**src/rtl/matrix_pkg.sv**
```systemverilog
// Shared types for the 8x8 LED matrix driver, its scan capture block and benches.
package matrix_pkg;

  localparam int MATRIX_COLS = 8;
  localparam int MATRIX_ROWS = 8;

  typedef logic [2:0]  col_idx_t;
  typedef logic [7:0]  row_t;
  typedef logic [63:0] frame_t;

  typedef enum logic {
    HUNT  = 1'b0,
    SWEEP = 1'b1
  } state_e;

  typedef struct packed {
    row_t     rows;
    col_idx_t col;
  } scan_sample_t;

  // Returns f with column c (bits 8*c+7 .. 8*c) replaced by r.
  function automatic frame_t put_col(input frame_t f, input col_idx_t c, input row_t r);
    frame_t res;
    res = f;
    res[{c, 3'b000} +: MATRIX_ROWS] = r;
    return res;
  endfunction

endpackage

```
**src/rtl/matrix_scan_capture_if.sv**
```systemverilog
// Scan bus from the display driver plus the rebuilt-frame outputs of the capture block.
interface matrix_scan_capture_if;

  logic                  rows_unused_guard;
  logic [7:0]            rows;
  matrix_pkg::col_idx_t  col_sel;
  matrix_pkg::frame_t    frame;
  logic                  frame_valid;
  logic [7:0]            frame_count;
  logic                  sync_err;
  logic                  stale;

  assign rows_unused_guard = 1'b0;

  modport master (
    output rows, col_sel,
    input  frame, frame_valid, frame_count, sync_err, stale
  );

  modport slave (
    input  rows, col_sel,
    output frame, frame_valid, frame_count, sync_err, stale
  );

endinterface

```
**src/rtl/scan_settle.sv**
```systemverilog
// Two-flop synchronizer plus settle filter: emits one accept strobe per new stable {rows, col}.
module scan_settle
  import matrix_pkg::*;
#(
    parameter int SETTLE_CYCLES = 2
) (
    input  logic     clk,
    input  logic     resetbutton,
    input  row_t     rows_i,
    input  col_idx_t col_i,
    output row_t     rows_o,
    output col_idx_t col_o,
    output logic     accept_o
);

    localparam int CW = $clog2(SETTLE_CYCLES + 1);
    localparam logic [CW-1:0] CNT_MAX = CW'(SETTLE_CYCLES);

    scan_sample_t sync1_q, sync2_q, prev_q, held_q;
    logic         held_vld_q;
    logic [CW-1:0] cnt_q, cnt_d;
    logic          changed, fire;
    logic          accept_q;

    // NOTE: every combinational output gets a default before any branch so no latch can be inferred.
    always_comb begin
        changed = (sync2_q != prev_q);
        cnt_d   = cnt_q;
        if (changed)                cnt_d = CW'(1);
        else if (cnt_q != CNT_MAX)  cnt_d = cnt_q + CW'(1);
        // A value that bounces away and back (a glitch) must not be taken twice.
        fire = (cnt_d == CNT_MAX) && (changed || (cnt_q != CNT_MAX)) &&
               (!held_vld_q || (sync2_q != held_q));
    end

    // NOTE: sequential state uses non-blocking assignments so every flop samples pre-edge values.
    always_ff @(posedge clk or negedge resetbutton) begin
        if (!resetbutton) begin
            sync1_q    <= '0;
            sync2_q    <= '0;
            prev_q     <= '0;
            held_q     <= '0;
            held_vld_q <= 1'b0;
            cnt_q      <= '0;
            accept_q   <= 1'b0;
        end else begin
            sync1_q  <= '{rows: rows_i, col: col_i};
            sync2_q  <= sync1_q;
            prev_q   <= sync2_q;
            cnt_q    <= cnt_d;
            accept_q <= fire;
            if (fire) begin
                held_q     <= sync2_q;
                held_vld_q <= 1'b1;
            end
        end
    end

    assign rows_o   = held_q.rows;
    assign col_o    = held_q.col;
    assign accept_o = accept_q;

endmodule

```
**src/rtl/matrix_scan_capture.sv**
```systemverilog
// Rebuilds 8x8 frames from the multiplexed LED scan bus and flags out-of-order columns.
// Optional watchdog: define MATRIX_CAPTURE_STALE_EN.
module matrix_scan_capture
  import matrix_pkg::*;
#(
    parameter int SETTLE_CYCLES = 2,
    parameter int STALE_LIMIT   = 1024
) (
    input  logic                  clk,
    input  logic                  resetbutton,
    matrix_scan_capture_if.slave  bus
);

    logic     acc;
    row_t     acc_rows;
    col_idx_t acc_col;

    scan_settle #(
        .SETTLE_CYCLES (SETTLE_CYCLES)
    ) u_settle (
        .clk         (clk),
        .resetbutton (resetbutton),
        .rows_i      (bus.rows),
        .col_i       (bus.col_sel),
        .rows_o      (acc_rows),
        .col_o       (acc_col),
        .accept_o    (acc)
    );

    state_e   state_q, state_d;
    col_idx_t expected_q, expected_d;
    frame_t   shadow_q, shadow_d;
    frame_t   frame_q, frame_d;
    logic     frame_valid_q, frame_valid_d;
    logic [7:0] frame_count_q, frame_count_d;
    logic     sync_err_q, sync_err_d;
    logic     stale_trip;
    logic     stale_o;

`ifdef MATRIX_CAPTURE_STALE_EN
    localparam int SW = $clog2(STALE_LIMIT + 1);
    localparam logic [SW-1:0] STALE_MAX = SW'(STALE_LIMIT);

    logic [SW-1:0] stale_cnt_q, stale_cnt_d;
    logic          stale_q;

    always_comb begin
        stale_cnt_d = stale_cnt_q;
        if (acc)                          stale_cnt_d = '0;
        else if (stale_cnt_q != STALE_MAX) stale_cnt_d = stale_cnt_q + SW'(1);
        stale_trip = (stale_cnt_d == STALE_MAX) && (stale_cnt_q != STALE_MAX);
    end

    always_ff @(posedge clk or negedge resetbutton) begin
        if (!resetbutton) begin
            stale_cnt_q <= '0;
            stale_q     <= 1'b0;
        end else begin
            stale_cnt_q <= stale_cnt_d;
            if (acc)             stale_q <= 1'b0;
            else if (stale_trip) stale_q <= 1'b1;
        end
    end

    assign stale_o = stale_q;
`else
    assign stale_trip = 1'b0;
    // Without the watchdog the limit has no meaning; this expression is constant 0.
    assign stale_o    = (STALE_LIMIT < 0);
`endif

    always_comb begin
        state_d       = state_q;
        expected_d    = expected_q;
        shadow_d      = shadow_q;
        frame_d       = frame_q;
        frame_valid_d = 1'b0;
        frame_count_d = frame_count_q;
        sync_err_d    = 1'b0;

        if (acc) begin
            unique case (state_q)
                HUNT: begin
                    if (acc_col == 3'd0) begin
                        shadow_d   = put_col('0, 3'd0, acc_rows);
                        expected_d = 3'd1;
                        state_d    = SWEEP;
                    end
                end
                SWEEP: begin
                    if (acc_col == expected_q) begin
                        if (acc_col == 3'd7) begin
                            frame_d       = put_col(shadow_q, 3'd7, acc_rows);
                            frame_valid_d = 1'b1;
                            frame_count_d = frame_count_q + 8'd1;
                            shadow_d      = '0;
                            state_d       = HUNT;
                        end else begin
                            shadow_d   = put_col(shadow_q, acc_col, acc_rows);
                            expected_d = expected_q + 3'd1;
                        end
                    end else begin
                        sync_err_d = 1'b1;
                        // An early column 0 is treated as the start of a fresh sweep.
                        if (acc_col == 3'd0) begin
                            shadow_d   = put_col('0, 3'd0, acc_rows);
                            expected_d = 3'd1;
                        end else begin
                            shadow_d = '0;
                            state_d  = HUNT;
                        end
                    end
                end
                default: state_d = HUNT;
            endcase
        end else if (stale_trip) begin
            shadow_d = '0;
            state_d  = HUNT;
        end
    end

    // NOTE: the shadow buffer is reset because a reset must discard any partial sweep.
    always_ff @(posedge clk or negedge resetbutton) begin
        if (!resetbutton) begin
            state_q       <= HUNT;
            expected_q    <= '0;
            shadow_q      <= '0;
            frame_q       <= '0;
            frame_valid_q <= 1'b0;
            frame_count_q <= '0;
            sync_err_q    <= 1'b0;
        end else begin
            state_q       <= state_d;
            expected_q    <= expected_d;
            shadow_q      <= shadow_d;
            frame_q       <= frame_d;
            frame_valid_q <= frame_valid_d;
            frame_count_q <= frame_count_d;
            sync_err_q    <= sync_err_d;
        end
    end

    assign bus.frame       = frame_q;
    assign bus.frame_valid = frame_valid_q;
    assign bus.frame_count = frame_count_q;
    assign bus.sync_err    = sync_err_q;
    assign bus.stale       = stale_o;

endmodule

```
**src/flat_wrapper.sv**
```systemverilog
// flat-port wrapper written by rule: the top's interface ports become plain ports
module matrix_scan_capture_flat import matrix_pkg::*;
#(
    parameter int SETTLE_CYCLES = 2,
    parameter int STALE_LIMIT   = 1024
)
  (clk, resetbutton, bus_rows, bus_col_sel, bus_frame, bus_frame_valid, bus_frame_count, bus_sync_err, bus_stale);
  matrix_scan_capture_if bus_i ();
  input  logic clk;
  input  logic resetbutton;
  input wire logic [$bits(bus_i.rows)-1:0] bus_rows;
  input wire logic [$bits(bus_i.col_sel)-1:0] bus_col_sel;
  output wire logic [$bits(bus_i.frame)-1:0] bus_frame;
  output wire logic [$bits(bus_i.frame_valid)-1:0] bus_frame_valid;
  output wire logic [$bits(bus_i.frame_count)-1:0] bus_frame_count;
  output wire logic [$bits(bus_i.sync_err)-1:0] bus_sync_err;
  output wire logic [$bits(bus_i.stale)-1:0] bus_stale;
  assign bus_i.rows = bus_rows;
  assign bus_i.col_sel = bus_col_sel;
  assign bus_frame = bus_i.frame;
  assign bus_frame_valid = bus_i.frame_valid;
  assign bus_frame_count = bus_i.frame_count;
  assign bus_sync_err = bus_i.sync_err;
  assign bus_stale = bus_i.stale;
  matrix_scan_capture #(.SETTLE_CYCLES(SETTLE_CYCLES), .STALE_LIMIT(STALE_LIMIT)) u_core (.clk(clk), .resetbutton(resetbutton), .bus(bus_i));
endmodule
```
**config.mk**
```make
export PLATFORM = sky130hd
export DESIGN_NAME = matrix_scan_capture_flat
export DESIGN_NICKNAME = d
export VERILOG_FILES = /design/src/rtl/matrix_pkg.sv /design/src/rtl/matrix_scan_capture_if.sv /design/src/rtl/scan_settle.sv /design/src/rtl/matrix_scan_capture.sv /design/src/flat_wrapper.sv
export SDC_FILE = /design/constraint.sdc
export NUM_CORES = 1
export LEC_CHECK = 0
export BUFFER_PORTS_ARGS = -buffer_cell sky130_fd_sc_hd__buf_4
export CORE_UTILIZATION = 52
export DETAILED_ROUTE_END_ITERATION = 7
export MAX_ROUTING_LAYER = met4
export PLACE_DENSITY = 0.82
export SYNTH_ARGS = -nofsm -noshare
export SYNTH_HDL_FRONTEND = slang
export SYNTH_SLANG_ARGS = --single-unit
export TNS_END_PERCENT = 5
```
**constraint.sdc**
```tcl
create_clock -name clk -period 2.5 [get_ports clk]
set_clock_uncertainty 0.15 [all_clocks]
set_input_delay 0 -clock clk [delete_from_list [all_inputs] [get_ports clk]]
set_output_delay 0 -clock clk [all_outputs]
set_load 0.02 [all_outputs]
```
After elaboration in Yosys (flattened, before gate mapping). Index checks and enable logic that the tools add are counted.

Flip-flop bits (word level): 190. Input port bits: 13. Output and inout bits: 75. Logic and storage cells: 65.

Add/sub/neg operators: 4. Equal/unequal tests: 8. Shift-type cells: 2. Mux-type cells: 23. Bitwise logic cells: 1. Reduce and logical (&&, ||, !) cells: 9.

Operator list (count): 64-bit 2-to-1 mux (3); 64-bit case mux with 2 select lines (1); 64-bit bitwise mux (1); 8-bit by 8-bit variable shift with 64-bit output (first input constant) (1); 8-bit by 8-bit indexed part select with 64-bit output (1); 11-bit != test (2); 1-bit 2-to-1 mux (10); 3-bit 2-to-1 mux (3); 8-bit by 1-bit adder with 8-bit output (second input constant) (1); 8-bit 2-to-1 mux (1); 6-bit negation with 8-bit output (1); 3-bit case mux with 2 select lines (1); 2-bit 2-to-1 mux (2); 2-bit AND reduction (2); 4-bit AND reduction (1); 3-bit by 1-bit adder with 3-bit output (second input constant) (1); 3-bit equality test (1); 3-bit equality test (second input constant) (1); 3-bit zero test (1); 3-bit != test (second input constant) (1); 2-bit by 1-bit adder with 2-bit output (second input constant) (1); 2-bit equality test (second input constant) (1); 1-bit logical AND (2); 1-bit logical OR (2); 5 further kinds (5).

Logic depth before layout (Yosys ltp). Gate-level depths: netlist (run 1).

Word-level depth: 6. Gate-level depth with buffers: 11. Depth with buffers taken out: 8.

Modules after synthesis. Synthesis (run 1) repeated with hierarchy kept, for this count alone.

Cells, all modules: 558. Area, all modules: 7383.3 sq um.

Modules (own cells, without submodules): matrix_scan_capture (instances 1, cells an instance 457, area an instance 5698.0 sq um, seq. area each 3353.2 sq um); scan_settle (instances 1, cells an instance 101, area an instance 1685.4 sq um, seq. area each 1201.2 sq um).

Worst setup path before layout (run 1). No wires, ideal clock.

Kind: register -> register. Start point: reg u_core.u_settle.held_q, in the netlist u_core.u_settle.col_o[0]. End point: reg u_core.shadow_q[21]. Setup time: 121 ps. Arrival: 2371 ps. Required time: 2229 ps. Setup slack: -142 ps. Cell stages (with the launch flop): 10. Path buffers: 3. Period minus slack after synthesis: 2642 ps. Cells stage by stage: dfrtp_1 buf_2 inv_1 ha_1 ha_1 clkbuf_1 or4b_4 a2bb2oi_1 buf_2 a22o_1.

Longest elaborated chain between the ends: 6. Elaborated cells on any way between the ends: 12. Those cells by class: 1 x add/sub; 3 x eq/ne; 2 x shift; 4 x mux; 2 x reduce/logical.

RTL lines: start: declaration (line scan_settle.sv:19) `scan_sample_t sync1_q, sync2_q, prev_q, held_q;`; start signal: assignment (line scan_settle.sv:53) `held_q <= sync2_q;`; 6-bit negation with 8-bit output (line matrix_pkg.sv:25) `res[{c, 3'b000} +: MATRIX_ROWS] = r;`; 8-bit by 8-bit indexed part select with 64-bit output / 8-bit by 8-bit variable shift with 64-bit output (equally long branches) (line matrix_pkg.sv:25); 64-bit bitwise mux (line matrix_pkg.sv:25); 64-bit 2-to-1 mux (line matrix_scan_capture.sv:92) `if (acc_col == 3'd7) begin`; 64-bit 2-to-1 mux (line matrix_scan_capture.sv:91) `if (acc_col == expected_q) begin`; 64-bit case mux with 2 select lines (line matrix_scan_capture.sv:82) `unique case (state_q)`; end signal: assignment (line matrix_scan_capture.sv:135) `shadow_q <= shadow_d;`; end: declaration (line matrix_scan_capture.sv:32) `frame_t shadow_q, shadow_d;`.

Parallel ways exist; a longest one is shown, timed or not. A chain may end at the register's enable or synchronous reset.

Final worst setup path (run 1).
Start point: reg u_core.u_settle.held_q, in the netlist u_core.u_settle.col_o[1]. End point: reg u_core.shadow_q[49].

Same word-level chain as after synthesis.

==> impl_metrics.json, run 1 <==
{
  "synth_common_cells": "234 x nand2_1, 182 x dfrtp_1, 37 x o21ai_1",
  "clock_path_buffers": 2,
  "tightest_slew_ns": 0.701,
  "finalHoldViolations": 0,
  "r2r_slack_ns": 0.12,
  "required_ns": 2.72,
  "drt_pass1_iterations": 6,
  "setup_ws_ns": 0.122,
  "drtIter0Drc": 402,
  "insertion_delay_ns": 0.43,
  "place_area_um2": 8230,
  "fin_area_um2": 8980,
  "synthesis.nets": 693,
  "hold_ws_ns": 0.00840,
  "wl_per_cell_um": 16.5,
  "cts-buffers-inserted": 17,
  "cts_root_buffer": "clkbuf_16",
  "post-cts-setup-buffers": 0,
  "yosysSeqAreaShare": 0.629,
  "critPathSlowestCell": "or4b_4",
  "cellPowerDensity_nw_per_um2": 665,
  "first_global_vias": 5199,
  "grt_pass1_wl_um": 26400,
  "ys_warn_count": 0,
  "timing.rr.start": "u_core.u_settle.col_o[1]$_DFFE_PN0P_",
  "antenna_found_initial": 0,
  "ys_async_sr_fraction": 1.00,
  "ys_types": 53,
  "initial_core_util": 0.540,
  "layout-drive-gt1-share": 0.221,
  "globalRouteTotalUtil": 0.247,
  "dieArea_um2": 14400,
  "synth_top_area_frac": 0.629,
  "core-area_um2": 13400,
  "grt_max_degree": 77,
  "dpl.cell_count": 932,
  "n_antenna_cell": 0,
  "setup_viol": 0,
  "portBuffers": 86,
  "reg2reg_depth": 6,
  "fin_total_pwr_mw": 5.97,
  "gp_congestion": 0.866,
  "vias": 5278,
  "rsz0062_at_grt": "no",
  "crit_start": "u_core.u_settle.col_o[1]$_DFFE_PN0P_",
  "synth.ff_latch_count": 182,
  "critPathKind": "flip-flop to flip-flop",
  "place_hpwl_um": 10700,
  "synthFlopType": "dfrtp_1",
  "synth_cells": 672,
  "post-place-ws_ns": 0.105,
  "num_io_pins": 88,
  "cts_tree": "done",
  "yosys.area.top_type": "dfrtp_1",
  "die_w_um": 120,
  "cp_cell_sequence": "inv_1 > ha_1 > ha_1 > or4b_4 > nor4_4 > a22o_1",
  "yosysMostFrequentCell": "nand2_1",
  "syn_to_final_growth_pct": 24.0,
  "min_period_ns": 2.38,
  "cellLeakagePower_nw": 4.50,
  "drc": 0,
  "wl_um": 16100,
  "critPathMaxStageDelay_ns": 0.53,
  "nNetsFinal": 808,
  "cap_viol_max_count": 0,
  "vias_per_cell": 5.41,
  "timing.rr.end": "u_core.shadow_q[49]$_DFFE_PN0P_",
  "clock.fmax_ghz": 0.421,
  "synth_area_um2": 7240,
  "clk_pin_slew_ns": 0.07,
  "rows": 42,
  "die-height_um": 120,
  "endpoint_kind": "flip-flop",
  "crit_fanout": 8,
  "endpoint": "u_core.shadow_q[49]$_DFFE_PN0P_",
  "cp_common_cell": "ha_1",
  "final_util": 0.670,
  "status": "completed",
  "cts_htree_levels": 4,
  "fin_crit_sh": 0.951,
  "fill_cells": 979,
  "finalMaxSlewViolations": 0,
  "hp-class": "input port to async pin",
  "worstSetupStartpointType": "flip-flop",
  "relSlewSlack": 0.533,
  "irDropWorstVdd_mv": 0.436,
  "instances_no_fill": 976,
  "synth_edf_count": 0,
  "globalRouteOverflowTotal": 0,
  "setup_tns_ns": 0,
  "synthTopCellsByArea": "dfrtp_1 63%, nand2_1 12%, a22o_1 3.7%",
  "cts_sinks": 182,
  "drtAntennaViolNets": 0,
  "syn-mean-instance-area_um2": 10.8,
  "cp.arrival_ns": 2.60
}
-- repair_timing --
item,4_1_cts,5_1_grt
resized for setup,0,7
endpoints found under the hold margin,166,0
setup endpoints to repair,0,71
hold buffers,12,0
-- cell families (layout without fill, tap and decap cells) --
logic type / after synthesis / in the layout / share of synthesized area
compound gates: 90 / 90 / 0.0847
xor+xnor: 35 / 35 / 0.0434
fa+ha+maj: 8 / 8 / 0.0138
buf+inv: 56 / 184 / 0.0353
flops: 182 / 182 / 0.629
mux: 12 / 12 / 0.0185
other cells: 1 / 1 / 0.000518
simple gates: 288 / 288 / 0.175
-- cells in the final DEF, fill, tap and decap left out, types with 3 or more instances in the layout --
master         synthesis  routed
nand2_1              234     234
dfrtp_1              182     180
buf_4                  2     117
o21ai_1               37      36
xnor2_1               31      31
a22o_1                31      31
inv_1                 18      18
clkbuf_16              0      17
nand3_1               14      14
dlygate4sd3_1          0      12
mux2_1                11      11
nand4_1                8       8
ha_1                   8       8
inv_6                  0       7
nor3_2                 5       5
nor3_1                 4       4
o21ai_0                4       4
xor2_1                 3       3
nor2_1                 3       3
o21ai_2                2       3
and3_1                 3       3
buf_12                 0       3
-- registers in the layout, summed over array words and instances, names as in the netlist --
name	count
u_core.bus.sync_err	1
u_core.state_q	1
u_core.u_settle.prev_q	11
u_core.bus.frame_valid	1
u_core.bus.frame	64
u_core.bus.frame_count	8
u_core.shadow_q	56
u_core.u_settle.accept_o	1
u_core.u_settle.sync2_q	11
u_core.u_settle.sync1_q	11
u_core.u_settle.held_vld_q	1
u_core.u_settle.col_o	3
u_core.expected_q	3
u_core.u_settle.rows_o	8
u_core.u_settle.cnt_q	2
-- report_power, final --
group | internal, mW | switching (mW)
combinational | 0.0947 | 0.151
sequential | 2.98 | 0.0262
clock | 1.53 | 1.19
-- metal layers --
metal	track usage	wire length, um	up-vias
met5	-	0	-
met4	0.0977	275	0
met3	0.0437	835	27
met2	0.390	8050	166
met1	0.319	6950	2645
li1	-	-	2440
-- cell type report --
type / count / area, um^2 / area share
Tap cell: 176 / 220 / 0.0245
Multi-Input combinational cell: 434 / 2460 / 0.274
Clock buffer: 18 / 439 / 0.0489
Timing Repair Buffer: 133 / 1070 / 0.119
Sequential cell: 182 / 4560 / 0.507
Clock inverter: 14 / 163 / 0.0181
Inverter: 19 / 71.3 / 0.00794
-- worst min-delay path by stage --
stage | cells after the start | start | slack (ns) | to
finish | 2 | resetbutton | 0.008 | u_core.bus.frame[26]$_DFFE_PN0P_
global route | 2 | bus_rows[0] | 0.05 | u_core.u_settle.sync1_q[3]$_DFF_PN0_
CTS | 2 | resetbutton | 0.03 | u_core.bus.frame[24]$_DFFE_PN0P_
detailed placement | 1 | resetbutton | -0.09 | u_core.bus.frame[24]$_DFFE_PN0P_
global placement | 1 | resetbutton | -0.1 | u_core.bus.frame[29]$_DFFE_PN0P_
floorplan | 0 | resetbutton | -0.45 | u_core.bus.frame[0]$_DFFE_PN0P_
-- critical path: cells and delay by family, from the launching register on --
kind                       cells  cell delay (ns)
AOI/OAI and AO/OA              1             0.23
and+or+nand+nor                2             1.01
buffers and inverters          1             0.09
DFF                            1             0.42
adders and majority gates      2             0.40
Note: power is estimated with default switching activity, not from simulation.
==> run 2, diff against run 1 <==
HOLD_SLACK_MARGIN = 0.12   (was unset)
==> impl_metrics.json, run 2 (synthesized netlist as in run 1, its figures left out) <==
{
  "status": "completed",
  "cp.arrival_ns": 2.59,
  "first_global_vias": 5293,
  "wl_per_cell_um": 16.6,
  "cellPowerDensity_nw_per_um2": 657,
  "core-area_um2": 13400,
  "vias_per_cell": 5.41,
  "critPathKind": "flip-flop to flip-flop",
  "cts_htree_levels": 4,
  "relSlewSlack": 0.534,
  "drt_pass1_iterations": 5,
  "hp-class": "flip-flop to flip-flop",
  "wl_met1_um": 7140,
  "crit_fanout": 8,
  "min_period_ns": 2.38,
  "largest_register_ffs": 64,
  "min_to": "u_core.u_settle.sync2_q[0]$_DFF_PN0_",
  "grt_max_degree": 77,
  "num_io_pins": 88,
  "fin_crit_sh": 0.950,
  "drtAntennaViolNets": 0,
  "whs_path_depth": 0,
  "setup_viol": 0,
  "post-place-ws_ns": 0.105,
  "rsz0062_at_grt": "no",
  "cts-buffers-inserted": 17,
  "cellLeakagePower_nw": 4.55,
  "layout-drive-gt1-share": 0.218,
  "drtIter0Drc": 402,
  "portBuffers": 86,
  "die-height_um": 120,
  "setup_ws_ns": 0.124,
  "setup_tns_ns": 0,
  "wl_um": 16400,
  "post-cts-setup-buffers": 0,
  "tightest_slew_ns": 0.699,
  "cts_sinks": 182,
  "layout_commonest_cell": "nand2_1",
  "globalRouteOverflowTotal": 0,
  "worstSetupStartpointType": "flip-flop",
  "gp_congestion": 0.866,
  "vias": 5345,
  "antenna_found_initial": 0,
  "finalMaxSlewViolations": 0,
  "globalRouteTotalUtil": 0.251,
  "clock_path_buffers": 2,
  "highest_layer": "met4",
  "insertion_delay_ns": 0.43,
  "place_hpwl_um": 10700,
  "timing.rr.start": "u_core.u_settle.col_o[1]$_DFFE_PN0P_",
  "cts_tree": "done",
  "grt_pass1_wl_um": 26900,
  "reg2reg_depth": 6,
  "final_cell_mix": "234 x nand2_1, 180 x dfrtp_1, 117 x buf_4, 36 x o21ai_1",
  "worstHoldStart": "u_core.u_settle.sync1_q[0]$_DFF_PN0_",
  "nNetsFinal": 820,
  "n_antenna_cell": 0,
  "die_w_um": 120,
  "met2_length_um": 8250,
  "endpoint_kind": "flip-flop",
  "timing.rr.end": "u_core.shadow_q[49]$_DFFE_PN0P_",
  "cts_root_buffer": "clkbuf_16",
  "finalHoldViolations": 0,
  "cap_viol_max_count": 0,
  "rows": 42,
  "dieArea_um2": 14400,
  "drc": 0,
  "syn_to_final_growth_pct": 25.7,
  "irDropWorstVdd_mv": 0.430,
  "required_ns": 2.71,
  "clk_pin_slew_ns": 0.07,
  "initial_core_util": 0.540,
  "r2r_slack_ns": 0.12,
  "wl_met3_um": 724,
  "clock.fmax_ghz": 0.421
}
## run 2: layout make-up
cell class	instances	area, um^2
clock buffers	18	439
repair buffers	145	1190
well taps	176	220
multi-input cells	434	2460
fillers	967	4300
clock inverters	14	163
inverters	19	71.3
flip-flops and latches	182	4560
## run 2: power by group
group	total (mW)	internal (mW)	leakage (nW)	switching, mW
Combinational	0.260	0.107	1.80	0.153
Sequential	3.00	2.98	2.45	0.0265
Clock	2.71	1.53	0.295	1.18
## run 2: routing by layer
metal / up-vias / global-route usage
met2: 171 / 0.400
met3: 26 / 0.0437
met4: 0 / 0.0977
li1: 2459 / -
met1: 2689 / 0.322
met5: - / -
## run 2: worst max-delay path by stage
| stage | startpoint | end | slack [ns] |
|---|---|---|---|
| 6_report | u_core.u_settle.col_o[1]$_DFFE_PN0P_ | u_core.shadow_q[49]$_DFFE_PN0P_ | 0.12 |
| 5_1_grt | u_core.u_settle.sync2_q[1]$_DFF_PN0_ | u_core.u_settle.rows_o[0]$_DFFE_PN0P_ | 0.008 |
| 4_1_cts | u_core.u_settle.col_o[0]$_DFFE_PN0P_ | u_core.bus.frame[51]$_DFFE_PN0P_ | 0.08 |
| 3_5_place_dp | u_core.u_settle.col_o[0]$_DFFE_PN0P_ | u_core.bus.frame[51]$_DFFE_PN0P_ | 0.10 |
| 3_3_place_gp | u_core.u_settle.col_o[0]$_DFFE_PN0P_ | u_core.bus.frame[3]$_DFFE_PN0P_ | 0.15 |
| 2_1_floorplan | u_core.u_settle.col_o[0]$_DFFE_PN0P_ | u_core.shadow_q[48]$_DFFE_PN0P_ | 0.002 |
## run 2: critical path, stage by stage (launching register included)
cell     delay [ns]
dfrtp_2        0.42
inv_1          0.09
ha_1           0.20
ha_1           0.20
or4b_4         0.54
nor4_4         0.48
a22o_1         0.23
## run 2: what timing repair did
item | 4_1_cts | 5_1_grt
setup endpoints to repair | 0 | 71
resized for setup | 0 | 7
hold buffers | 24 | 0
endpoints found under the hold margin | 193 | 0
## run 2: stage by stage
stage / instance area [um^2] / power (mW) / util / instances / hold slack (ns)
floorplan: 7270 / 3.16 / - / 672 / -0.446
finish: 9100 / 5.98 / 0.679 / 988 / 0.200
CTS: 9080 / 6.02 / 0.677 / 988 / 0.201
global placement: 8230 / 3.28 / 0.614 / 932 / -0.0976
detailed placement: 8230 / 3.29 / 0.614 / 932 / -0.0850
global route: 9100 / 6.17 / 0.679 / 988 / 0.208
==> run 3, diff against run 2 <==
RECOVER_POWER = 50   (was unset)
==> impl_metrics.json, run 3 (synthesized netlist as in run 1, its figures left out) <==
{
  "status": "completed",
  "n_antenna_cell": 0,
  "grt.busiest_layer": "met2",
  "drtAntennaViolNets": 0,
  "insertion_delay_ns": 0.43,
  "endpoint_kind": "flip-flop",
  "fill_cells": 1058,
  "portBuffers": 86,
  "irDropWorstVdd_mv": 0.430,
  "dieArea_um2": 14400,
  "min_period_ns": 2.37,
  "globalRouteTotalUtil": 0.251,
  "crit_fanout": 8,
  "cap_viol_max_count": 0,
  "critPathKind": "flip-flop to flip-flop",
  "vias_per_cell": 5.40,
  "grt_pass1_wl_um": 26900,
  "required_ns": 2.71,
  "globalRouteOverflowTotal": 0,
  "place_hpwl_um": 10700,
  "die-height_um": 120,
  "cp.arrival_ns": 2.59,
  "gp_congestion": 0.866,
  "setup_ws_ns": 0.126,
  "syn_to_final_growth_pct": 21.7,
  "fin_total_pwr_mw": 5.97,
  "relSlewSlack": 0.310,
  "cts_root_buffer": "clkbuf_16",
  "antenna_found_initial": 0,
  "layout-drive-gt1-share": 0.127,
  "post-place-ws_ns": 0.105,
  "fin_crit_sh": 0.950,
  "setup_tns_ns": 0,
  "die_w_um": 120,
  "layout_commonest_cell": "nand2_1",
  "clk_pin_slew_ns": 0.07,
  "grt.met2_usage": 0.400,
  "final_util": 0.658,
  "cp_cell_sequence": "inv_1 > ha_1 > ha_1 > or4b_4 > nor4_4 > a22o_1",
  "nNetsFinal": 820,
  "grt.met1_usage": 0.322,
  "critPathSlowestCell": "or4b_4",
  "hold_ws_ns": 0.200,
  "clock_path_buffers": 2,
  "tightest_slew_ns": 1.03,
  "groute.layer.met3.usage": 0.0437,
  "first_global_vias": 5293,
  "rows": 42,
  "critPathMaxStageDelay_ns": 0.54,
  "vias": 5332,
  "hp-class": "flip-flop to flip-flop",
  "largest_register_ffs": 64,
  "cp_common_cell": "ha_1",
  "cellPowerDensity_nw_per_um2": 677,
  "worstSetupStartpointType": "flip-flop",
  "finalMaxSlewViolations": 0,
  "initial_core_util": 0.540,
  "finalHoldViolations": 0,
  "rsz0062_at_grt": "no",
  "num_io_pins": 88,
  "cts_tree": "done",
  "drc": 0,
  "cellLeakagePower_nw": 4.23,
  "wl_per_cell_um": 16.5,
  "cts_htree_levels": 4,
  "cts-buffers-inserted": 17,
  "final_cell_mix": "234 x nand2_1, 180 x dfrtp_1, 74 x clkbuf_1, 36 x o21ai_1",
  "grt_max_degree": 77,
  "cts_sinks": 182,
  "clock.fmax_ghz": 0.421,
  "drt_pass1_iterations": 5,
  "post-cts-setup-buffers": 0,
  "setup_viol": 0,
  "drtIter0Drc": 462,
  "core-area_um2": 13400,
  "wl_um": 16300
}
run 3: worst paths after layout:
path / end / cells after the start / slack, ns / start
max: u_core.shadow_q[49]$_DFFE_PN0P_ / 6 / 0.13 / u_core.u_settle.col_o[1]$_DFFE_PN0P_
min: u_core.u_settle.sync2_q[8]$_DFF_PN0_ / 0 / 0.20 / u_core.u_settle.sync1_q[8]$_DFF_PN0_
max reg2reg: u_core.shadow_q[49]$_DFFE_PN0P_ / 6 / 0.13 / u_core.u_settle.col_o[1]$_DFFE_PN0P_
min reg2reg: u_core.u_settle.sync2_q[8]$_DFF_PN0_ / 0 / 0.20 / u_core.u_settle.sync1_q[8]$_DFF_PN0_
max in group asynchronous: u_core.bus.frame[40]$_DFFE_PN0P_ / 4 / 0.59 / resetbutton
min in group asynchronous: u_core.bus.frame[26]$_DFFE_PN0P_ / 3 / 0.71 / resetbutton
run 3: layout make-up:
| class | instances | area (um^2) | area share |
|---|---|---|---|
| clock inverter | 14 | 163 | 0.0185 |
| multi-input combinational | 434 | 2460 | 0.279 |
| inverter | 19 | 71.3 | 0.00809 |
| timing repair buffer | 145 | 903 | 0.102 |
| sequential | 182 | 4560 | 0.517 |
| tap | 176 | 220 | 0.0250 |
| clock buffer | 18 | 439 | 0.0498 |
run 3: through the flow:
step	instance area, um^2	std cells
floorplan	7270	672
global placement	8230	932
detailed placement	8230	932
CTS	9080	988
global route	8810	988
finish	8810	988
run 3: worst max-delay path: cells and delay by family (launching register included):
| kind | cells | cell delay, ns |
|---|---|---|
| AOI/OAI and AO/OA | 1 | 0.23 |
| buffers and inverters | 1 | 0.09 |
| adders and majority gates | 2 | 0.40 |
| and+or+nand+nor | 2 | 1.02 |
| DFF | 1 | 0.42 |
run 3: metal layers:
| layer | routed length, um | share of wire | vias to the layer above |
|---|---|---|---|
| li1 | - | - | 2463 |
| met1 | 7030 | 0.43 | 2698 |
| met2 | 8310 | 0.51 | 150 |
| met3 | 769 | 0.047 | 21 |
| met4 | 233 | 0.014 | 0 |
| met5 | 0 | 0 | - |
run 3: timing repair:
item                                    4_1_cts  5_1_grt
hold endpoints to repair                    193        0
hold buffers                                 24        0
gates resized for setup                       0        7
endpoints found under the setup margin        0       71
run 3: where the power goes:
group          leakage [nW]  internal, mW  switching (mW)
combinational          1.48         0.105           0.152
sequential             2.45          2.98          0.0264
clock                 0.295          1.53            1.18
